==> config.mk <==
export PLATFORM = sky130hd
export DESIGN_NAME = alu_op_sequencer_flat
export DESIGN_NICKNAME = d
export VERILOG_FILES = /design/src/rtl/alu_op_sequencer_if.sv /design/src/rtl/alu_op_sequencer.sv /design/src/flat_wrapper.sv
export SDC_FILE = /design/constraint.sdc
export NUM_CORES = 1
export LEC_CHECK = 0
export CORE_MARGIN = 1
export CORE_UTILIZATION = 33
export CTS_CLUSTER_SIZE = 40
export DETAILED_ROUTE_END_ITERATION = 16
export GPL_TIMING_DRIVEN = 0
export PLACE_DENSITY = 0.65
export SLEW_MARGIN = 20
export SYNTH_ARGS = -nofsm -noshare
export SYNTH_HDL_FRONTEND = slang
export SYNTH_SLANG_ARGS = --single-unit
export TNS_END_PERCENT = 100
==> constraint.sdc <==
create_clock -name clk -period 2.34 [get_ports clk]
set_clock_uncertainty 0.05 [all_clocks]
set_input_delay 0.468 -clock clk [delete_from_list [all_inputs] [get_ports clk]]
set_output_delay 0.468 -clock clk [all_outputs]
set_load 0.01 [all_outputs]
==> src/rtl/alu_op_sequencer_if.sv <==
// alu_op_sequencer_if
// Bundles the decode-stage handshake, the instruction fields and the
// registered results of alu_op_sequencer.
//   master : issue side (ID stage / hazard unit); drives in_valid, ALUOp,
//            Funct7, Funct3, hold, flush and observes every result.
//   slave  : the sequencer; drives in_ready, Operation, op_valid, illegal,
//            m_start, m_busy, m_done.
interface alu_op_sequencer_if;
  logic       in_valid;
  logic       in_ready;
  logic [1:0] ALUOp;
  logic [6:0] Funct7;
  logic [2:0] Funct3;
  logic       hold;
  logic       flush;
  logic [4:0] Operation;
  logic       op_valid;
  logic       illegal;
  logic       m_start;
  logic       m_busy;
  logic       m_done;

  modport master (
    output in_valid, ALUOp, Funct7, Funct3, hold, flush,
    input  in_ready, Operation, op_valid, illegal, m_start, m_busy, m_done
  );

  modport slave (
    input  in_valid, ALUOp, Funct7, Funct3, hold, flush,
    output in_ready, Operation, op_valid, illegal, m_start, m_busy, m_done
  );
endinterface

==> src/rtl/alu_op_sequencer.sv <==
// alu_op_sequencer
// Registered ALU operation decoder for the ID/EX boundary. Decodes
// ALUOp/Funct7/Funct3 into a 5-bit operation and, for RV32M ops, runs an
// IDLE/BUSY sequence that stalls the stage for MUL_LAT or DIV_LAT cycles.
// Ports:
//   clk   : rising-edge clock
//   reset : synchronous, active-high reset
//   bus   : alu_op_sequencer_if.slave (handshake, fields, hold/flush,
//           Operation/op_valid/illegal, m_start/m_busy/m_done)
module alu_op_sequencer #(
  parameter bit EN_M    = 1'b1,
  parameter int MUL_LAT = 3,
  parameter int DIV_LAT = 33
) (
  input  logic               clk,
  input  logic               reset,
  alu_op_sequencer_if.slave  bus
);

  localparam logic [4:0] OP_AND  = 5'b00000;
  localparam logic [4:0] OP_OR   = 5'b00001;
  localparam logic [4:0] OP_ADD  = 5'b00010;
  localparam logic [4:0] OP_XOR  = 5'b00011;
  localparam logic [4:0] OP_SUB  = 5'b00110;
  localparam logic [4:0] OP_SLL  = 5'b00111;
  localparam logic [4:0] OP_SRL  = 5'b01000;
  localparam logic [4:0] OP_SLT  = 5'b01001;
  localparam logic [4:0] OP_SLTU = 5'b01010;
  localparam logic [4:0] OP_SRA  = 5'b01011;

  localparam logic [6:0] F7_BASE = 7'b0000000;
  localparam logic [6:0] F7_ALT  = 7'b0100000;
  localparam logic [6:0] F7_M    = 7'b0000001;

  // The counter is loaded with LAT-1 so that the final busy cycle sees cnt==0.
  localparam logic [5:0] MUL_CNT = 6'(MUL_LAT - 1);
  localparam logic [5:0] DIV_CNT = 6'(DIV_LAT - 1);

  typedef enum logic {IDLE, BUSY} state_t;

  state_t     state_reg, state_next;
  logic [5:0] cnt_reg, cnt_next;
  logic [4:0] op_reg, op_next;
  logic       illegal_reg, illegal_next;
  logic       op_valid_reg, op_valid_next;
  logic       m_start_reg, m_start_next;

  logic [4:0] dec_op;
  logic       dec_illegal;
  logic       dec_is_m;
  logic       in_ready;
  logic       accept;

  // ---------------------------------------------------------------- decode
  always_comb begin
    dec_op      = OP_ADD;
    dec_illegal = 1'b0;
    dec_is_m    = 1'b0;
    unique case (bus.ALUOp)
      2'b00: dec_op = OP_ADD;
      2'b01: begin
        unique case (bus.Funct3)
          3'b000, 3'b001: dec_op = OP_SUB;
          3'b100, 3'b101: dec_op = OP_SLT;
          3'b110, 3'b111: dec_op = OP_SLTU;
          default:        dec_illegal = 1'b1;
        endcase
      end
      2'b10: begin
        if (bus.Funct7 == F7_BASE) begin
          unique case (bus.Funct3)
            3'b000: dec_op = OP_ADD;
            3'b001: dec_op = OP_SLL;
            3'b010: dec_op = OP_SLT;
            3'b011: dec_op = OP_SLTU;
            3'b100: dec_op = OP_XOR;
            3'b101: dec_op = OP_SRL;
            3'b110: dec_op = OP_OR;
            default: dec_op = OP_AND;
          endcase
        end else if (bus.Funct7 == F7_ALT && bus.Funct3 == 3'b000) begin
          dec_op = OP_SUB;
        end else if (bus.Funct7 == F7_ALT && bus.Funct3 == 3'b101) begin
          dec_op = OP_SRA;
        end else if (EN_M && bus.Funct7 == F7_M) begin
          dec_op   = {2'b11, bus.Funct3};
          dec_is_m = 1'b1;
        end else begin
          dec_illegal = 1'b1;
        end
      end
      default: begin
        // I-type: Funct7 only qualifies the shift encodings.
        unique case (bus.Funct3)
          3'b000: dec_op = OP_ADD;
          3'b001: begin
            if (bus.Funct7 == F7_BASE) dec_op = OP_SLL;
            else                       dec_illegal = 1'b1;
          end
          3'b010: dec_op = OP_SLT;
          3'b011: dec_op = OP_SLTU;
          3'b100: dec_op = OP_XOR;
          3'b101: begin
            if (bus.Funct7 == F7_BASE)     dec_op = OP_SRL;
            else if (bus.Funct7 == F7_ALT) dec_op = OP_SRA;
            else                           dec_illegal = 1'b1;
          end
          3'b110: dec_op = OP_OR;
          default: dec_op = OP_AND;
        endcase
      end
    endcase
  end

  // ------------------------------------------------------------ handshake
  // The last busy cycle (cnt==0) may accept the next op back-to-back.
  assign in_ready = ~bus.hold & ~bus.flush &
                    ((state_reg == IDLE) | ((state_reg == BUSY) & (cnt_reg == 6'd0)));
  assign accept   = bus.in_valid & in_ready;

  // ------------------------------------------------------ next-state logic
  always_comb begin
    state_next    = state_reg;
    cnt_next      = cnt_reg;
    op_next       = op_reg;
    illegal_next  = illegal_reg;
    op_valid_next = op_valid_reg & bus.hold;  // a pending op is held, not lost
    m_start_next  = 1'b0;

    // The counter runs regardless of hold; cnt==0 is the final busy cycle.
    if (state_reg == BUSY) begin
      if (cnt_reg == 6'd0) state_next = IDLE;
      else                 cnt_next   = cnt_reg - 6'd1;
    end

    if (accept) begin
      op_next       = dec_op;
      illegal_next  = dec_illegal;
      op_valid_next = 1'b1;
      if (dec_is_m) begin
        m_start_next = 1'b1;
        state_next   = BUSY;
        cnt_next     = bus.Funct3[2] ? DIV_CNT : MUL_CNT;
      end
    end

    // Flush wins over everything; it also suppresses any later m_done.
    if (bus.flush) begin
      state_next    = IDLE;
      cnt_next      = 6'd0;
      op_valid_next = 1'b0;
      m_start_next  = 1'b0;
    end
  end

  always_ff @(posedge clk) begin
    if (reset) begin
      state_reg    <= IDLE;
      cnt_reg      <= 6'd0;
      op_reg       <= OP_AND;
      illegal_reg  <= 1'b0;
      op_valid_reg <= 1'b0;
      m_start_reg  <= 1'b0;
    end else begin
      state_reg    <= state_next;
      cnt_reg      <= cnt_next;
      op_reg       <= op_next;
      illegal_reg  <= illegal_next;
      op_valid_reg <= op_valid_next;
      m_start_reg  <= m_start_next;
    end
  end

  // --------------------------------------------------------------- outputs
  assign bus.in_ready  = in_ready;
  assign bus.Operation = op_reg;
  assign bus.illegal   = illegal_reg;
  assign bus.op_valid  = op_valid_reg;
  assign bus.m_start   = m_start_reg;
  assign bus.m_busy    = (state_reg == BUSY);
  assign bus.m_done    = (state_reg == BUSY) & (cnt_reg == 6'd0);

endmodule

==> src/flat_wrapper.sv <==
// flat-port wrapper written by rule: the top's interface ports become plain ports
module alu_op_sequencer_flat 
#(
  parameter bit EN_M    = 1'b1,
  parameter int MUL_LAT = 3,
  parameter int DIV_LAT = 33
)
  (clk, reset, bus_in_valid, bus_ALUOp, bus_Funct7, bus_Funct3, bus_hold, bus_flush, bus_in_ready, bus_Operation, bus_op_valid, bus_illegal, bus_m_start, bus_m_busy, bus_m_done);
  alu_op_sequencer_if bus_i ();
  input  logic clk;
  input  logic reset;
  input wire logic [$bits(bus_i.in_valid)-1:0] bus_in_valid;
  input wire logic [$bits(bus_i.ALUOp)-1:0] bus_ALUOp;
  input wire logic [$bits(bus_i.Funct7)-1:0] bus_Funct7;
  input wire logic [$bits(bus_i.Funct3)-1:0] bus_Funct3;
  input wire logic [$bits(bus_i.hold)-1:0] bus_hold;
  input wire logic [$bits(bus_i.flush)-1:0] bus_flush;
  output wire logic [$bits(bus_i.in_ready)-1:0] bus_in_ready;
  output wire logic [$bits(bus_i.Operation)-1:0] bus_Operation;
  output wire logic [$bits(bus_i.op_valid)-1:0] bus_op_valid;
  output wire logic [$bits(bus_i.illegal)-1:0] bus_illegal;
  output wire logic [$bits(bus_i.m_start)-1:0] bus_m_start;
  output wire logic [$bits(bus_i.m_busy)-1:0] bus_m_busy;
  output wire logic [$bits(bus_i.m_done)-1:0] bus_m_done;
  assign bus_i.in_valid = bus_in_valid;
  assign bus_i.ALUOp = bus_ALUOp;
  assign bus_i.Funct7 = bus_Funct7;
  assign bus_i.Funct3 = bus_Funct3;
  assign bus_i.hold = bus_hold;
  assign bus_i.flush = bus_flush;
  assign bus_in_ready = bus_i.in_ready;
  assign bus_Operation = bus_i.Operation;
  assign bus_op_valid = bus_i.op_valid;
  assign bus_illegal = bus_i.illegal;
  assign bus_m_start = bus_i.m_start;
  assign bus_m_busy = bus_i.m_busy;
  assign bus_m_done = bus_i.m_done;
  alu_op_sequencer #(.EN_M(EN_M), .MUL_LAT(MUL_LAT), .DIV_LAT(DIV_LAT)) u_core (.clk(clk), .reset(reset), .bus(bus_i));
endmodule
### Word level (Yosys, flattened, before mapping)

Cells that the tools add are included.

* add/subtract/negate cells: 1
* eq/ne operators: 11
* muxes and demuxes: 37
* bitwise operators: 10
* reduce and logical (&&, ||, !) cells: 12

Operator list (count)
* $pmux W5 S7: 1
* $mux W6: 5
* $pmux W4 S7: 1
* $mux W5: 5
* $mux W1: 19
* $pmux W5 S3: 1
* $eq A3 B3 Y1 const B: 4
* $pmux W4 S3: 1
* $reduce_or A2 Y1: 4
* $eq A7 B1 Y1 const B: 1
* $eq A7 B6 Y1 const B: 1
* $logic_not A7 Y1: 1
* $eq A3 B2 Y1 const B: 2
* $logic_not A6 Y1: 1
* $reduce_or A6 Y1: 1
* $sub A6 B1 Y6 const B: 1
* $and A1 B1 Y1: 5
* $mux W4: 1
* $not A1 Y1: 4
* $eq A3 B1 Y1 const B: 1
* $logic_not A3 Y1: 1
* $mux W3: 1
* $pmux W1 S3: 1
* $reduce_or A3 Y1: 1
* 6 further kinds: 7

* register bits after elaboration: 15
* bits of input ports: 17
* output and inout bits: 11
* word-level logic and storage cells: 77

### Longest topological paths before layout

* word-level depth: 8
* depth in mapped cells: 8
* depth with buffers taken out: 7

### Worst setup path after synthesis

OpenSTA, ideal clock, no wires.

* path type: in2reg
* start: input bus_Funct7[5]
* end: register u_core.op_reg[0] (netlist: u_core.bus.Operation[0])
* library setup time: 0.124 ns
* data arrival time: 1.540 ns
* required time: 2.166 ns
* setup slack: 0.626 ns
* stages: 5
* buffers on the path: 1
* path through: buf_4 > and2b_2 > or4b_1 > o2111ai_1 > a31oi_1

* cells in the longest elaborated chain, start to end: 6
* elaborated cells on any way between the ends: 14
* classes of those cells: 2 x eq/ne; 9 x mux; 3 x reduce/logical

Ends and longest elaborated chain
* start: declaration: line flat_wrapper.sv:14 `input wire logic [$bits(bus_i.Funct7)-1:0] bus_Funct7;`
* $eq A7 B1 Y1 / $eq A7 B6 Y1 (equally long branches)
* $mux W5 / $logic_and A1 B1 Y1 (equally long branches): line alu_op_sequencer.sv:85, alu_op_sequencer.sv:83
* $mux W5: line alu_op_sequencer.sv:83 `end else if (bus.Funct7 == F7_ALT && bus.Funct3 == 3'b101) begin`
* $mux W5: line alu_op_sequencer.sv:81 `end else if (bus.Funct7 == F7_ALT && bus.Funct3 == 3'b000) begin`
* $mux W5: line alu_op_sequencer.sv:70 `if (bus.Funct7 == F7_BASE) begin`
* $pmux W5 S3 (*): line alu_op_sequencer.sv:59 `unique case (bus.ALUOp)`
* end signal: assignment: line alu_op_sequencer.sv:167 `op_reg <= op_next;`
* end: declaration: line alu_op_sequencer.sv:43 `logic [4:0] op_reg, op_next;`

Mark *: on every way between the ends. The rest lies on a longest branch, timed or not.
A chain may end at the register's enable or synchronous reset.

### Worst setup path in the final report

* start: register u_core.cnt_reg[3]
* end: output bus_m_done

* cells in the longest elaborated chain, start to end: 2

Ends and longest elaborated chain
* start: declaration: line alu_op_sequencer.sv:42 `logic [5:0] cnt_reg, cnt_next;`
* start signal: assignment: line alu_op_sequencer.sv:166 `cnt_reg <= cnt_next;`
* $logic_not A6 Y1: line alu_op_sequencer.sv:181 `assign bus.m_done = (state_reg == BUSY) & (cnt_reg == 6'd0);`
* $and A1 B1 Y1: line alu_op_sequencer.sv:181
* end: declaration: line flat_wrapper.sv:24 `output wire logic [$bits(bus_i.m_done)-1:0] bus_m_done;`

Every way passes these cells.

==> results.toml <==
[die]
fp.dieH_um = 58.77
die_area_um2 = 3454
core-area_um2 = 3053
start_util_pct = 34.84
io_pins = 28
row_count = 20
die_w_um = 58.77

[synth]
synth-main-ff-cell = "dfxtp_1"
synth_nets = 156
synthDistinctLibCells = 46
synth_edf_count = 0
syn_inst = 137
avgSynthCellArea_um2 = 7.763
ys_warn_count = 0
ys_seq_elements = 15
synthArstFlopShare_pct = 0
synthesis.area_um2 = 1064
ys_seq_area_share_pct = 28.24

[cells_and_area]
diodes = 0
final_net_count = 184
layout_common_cells = "21 x clkdlybuf4s50_1, 13 x nor2_1, 12 x dfxtp_1"
final_cells = 208
largest_register_ffs = 6
syn2layout_area_growth_pct = 31.06
final_cell_area_um2 = 1394
fillers = 337
layout-drive-gt1-share_pct = 16.46
final_common_cell = "clkdlybuf4s50_1"
fin_util_pct = 45.66

[route]
drcViolationCount = 0
route.antenna.remaining_nets = 0
vias = 1080
post_drt_wl_per_cell_um = 12.61
firstDrtPassIters = 4
drt_iter0_markers = 58
drt_wl_total_um = 2622
vias_per_cell = 5.192

[power]
peakVddDrop_uv = 170.5
leakage_nw = 0.5319
p_per_area_nw_per_um2 = 387.5
p_total_mw = 0.5402

[timing]
rsz0062_at_grt = "false"
maxSlewViolCount = 0
hold_violations = 0
fmax_mhz = 451.7
slew_headroom_pct = 68.06
worst_slew_pin_slew_ns = 0.4724
setup_ws_ns = 0.1259
post-route-period-util_pct = 94.62
whs_ns = 0.4100
finalSetupViolations = 0
period_minus_slack_ns = 2.214
setup_tns_ns = 0

[setup_path]
cp.arrival_ns = 1.70
worst-path-max-fanout = 5
worstSetupEndpointType = "output port"
cp.required_ns = 1.82
worstSetupPathType = "reg2out"
startpoint_type = "flop"

[placement]
placed_area_um2 = 1339
gp_congestion = 0.9038
dp.final_hpwl_um = 1996
dp_cells = 203
io_buffers = 22
post-place-ws_ns = 0.05518

[clock_network]
numCtsBuffers = 3
clockRootBuffer = "clkbuf_4"
cts_tree = "done"
holdBufCountCts = 0
clkTransAtPathRegs_ns = 0.08
worstSkewPairLatency_ns = 0.28
cts_sinks = 15
htree_levels = 1
clock_path_buffers = 2

[global_routing]
antenna_found_initial = 0
grt_pass1_wl_um = 4491
grt_max_degree = 11
grt_pass1_vias = 1009
grt_overflow_total = 0
track_usage_pct = 16.77

[run_status]
outcome = "complete, no violations"

[run]
cap_violations = 0

[min_path]
hp-class = "reg2reg"
-- cell usage after synthesis (all sizes together), types with 3 or more instances --
library cell / instances / share of area, %
nand2b: 3 / 1.8
nand3: 5 / 2.4
nor2: 14 / 5.2
a211oi: 5 / 3.5
inv: 9 / 3.2
nor4: 5 / 2.9
nor4b: 3 / 3.1
nor3: 10 / 4.7
nand2: 10 / 3.5
buf: 7 / 4.4
dfxtp: 15 / 28
a21oi: 10 / 4.7
xnor2: 4 / 3.3
a31oi: 3 / 1.8
-- routing by layer --
layer  wire length, µm  vias to the layer above  GRT usage [%]
met5                 0                        -              0
met4                41                        0          7.823
met3               178                        5          1.758
met2              1230                       45          28.25
met1              1171                      480          21.43
li1                  -                      550              -
-- power breakdown --
group / switching [mW] / internal (mW)
combinational: 0.0664 / 0.0627
sequential: 0.00367 / 0.262
clock: 0.0791 / 0.0663
-- cell type report --
class | instances | area (µm²) | share of cell area (%)
multi-input combinational | 104 | 685.7 | 49.19
timing repair buffer | 23 | 230.2 | 16.52
sequential | 15 | 304.0 | 21.81
clock buffer | 4 | 26.28 | 1.885
inverter | 9 | 33.78 | 2.424
buffer | 9 | 58.81 | 4.219
tap | 44 | 55.05 | 3.950
-- what timing repair did --
action,CTS,global route
endpoints found under the hold margin,0,0
endpoints found under the setup margin,1,2
pin swaps,1,1
gates cloned,0,0
gates resized for setup,1,5
buffers inserted,1,0
-- worst max-delay path: stages, from the launching register on --
cell and delay [ns]:
dfxtp_2 0.36, nor4_4 0.30, nand3_1 0.16, inv_1 0.07, clkdlybuf4s50_1 0.52
-- cells by family after synthesis --
group                      share of synthesized area, %
AOI/OAI and AO/OA                                 19.65
xor gates and xnor gates                          4.941
adders and majority gates                         2.353
buffers and inverters                             8.705
DFF                                               28.24
muxes                                             3.411
and+or+nand+nor                                   32.71
-- worst paths after layout --
| kind | start | endpoint | slack [ns] | cells after the start |
|---|---|---|---|---|
| max | u_core.cnt_reg[3] | bus_m_done | 0.13 | 4 |
| max reg2reg | u_core.cnt_reg[3] | u_core.bus.Operation[1] | 0.58 | 6 |
| min | u_core.bus.Operation[4] | u_core.bus.Operation[4] | 0.41 | 2 |
| min reg2reg | u_core.bus.Operation[4] | u_core.bus.Operation[4] | 0.41 | 2 |
Power figures use the tool's default switching activity.
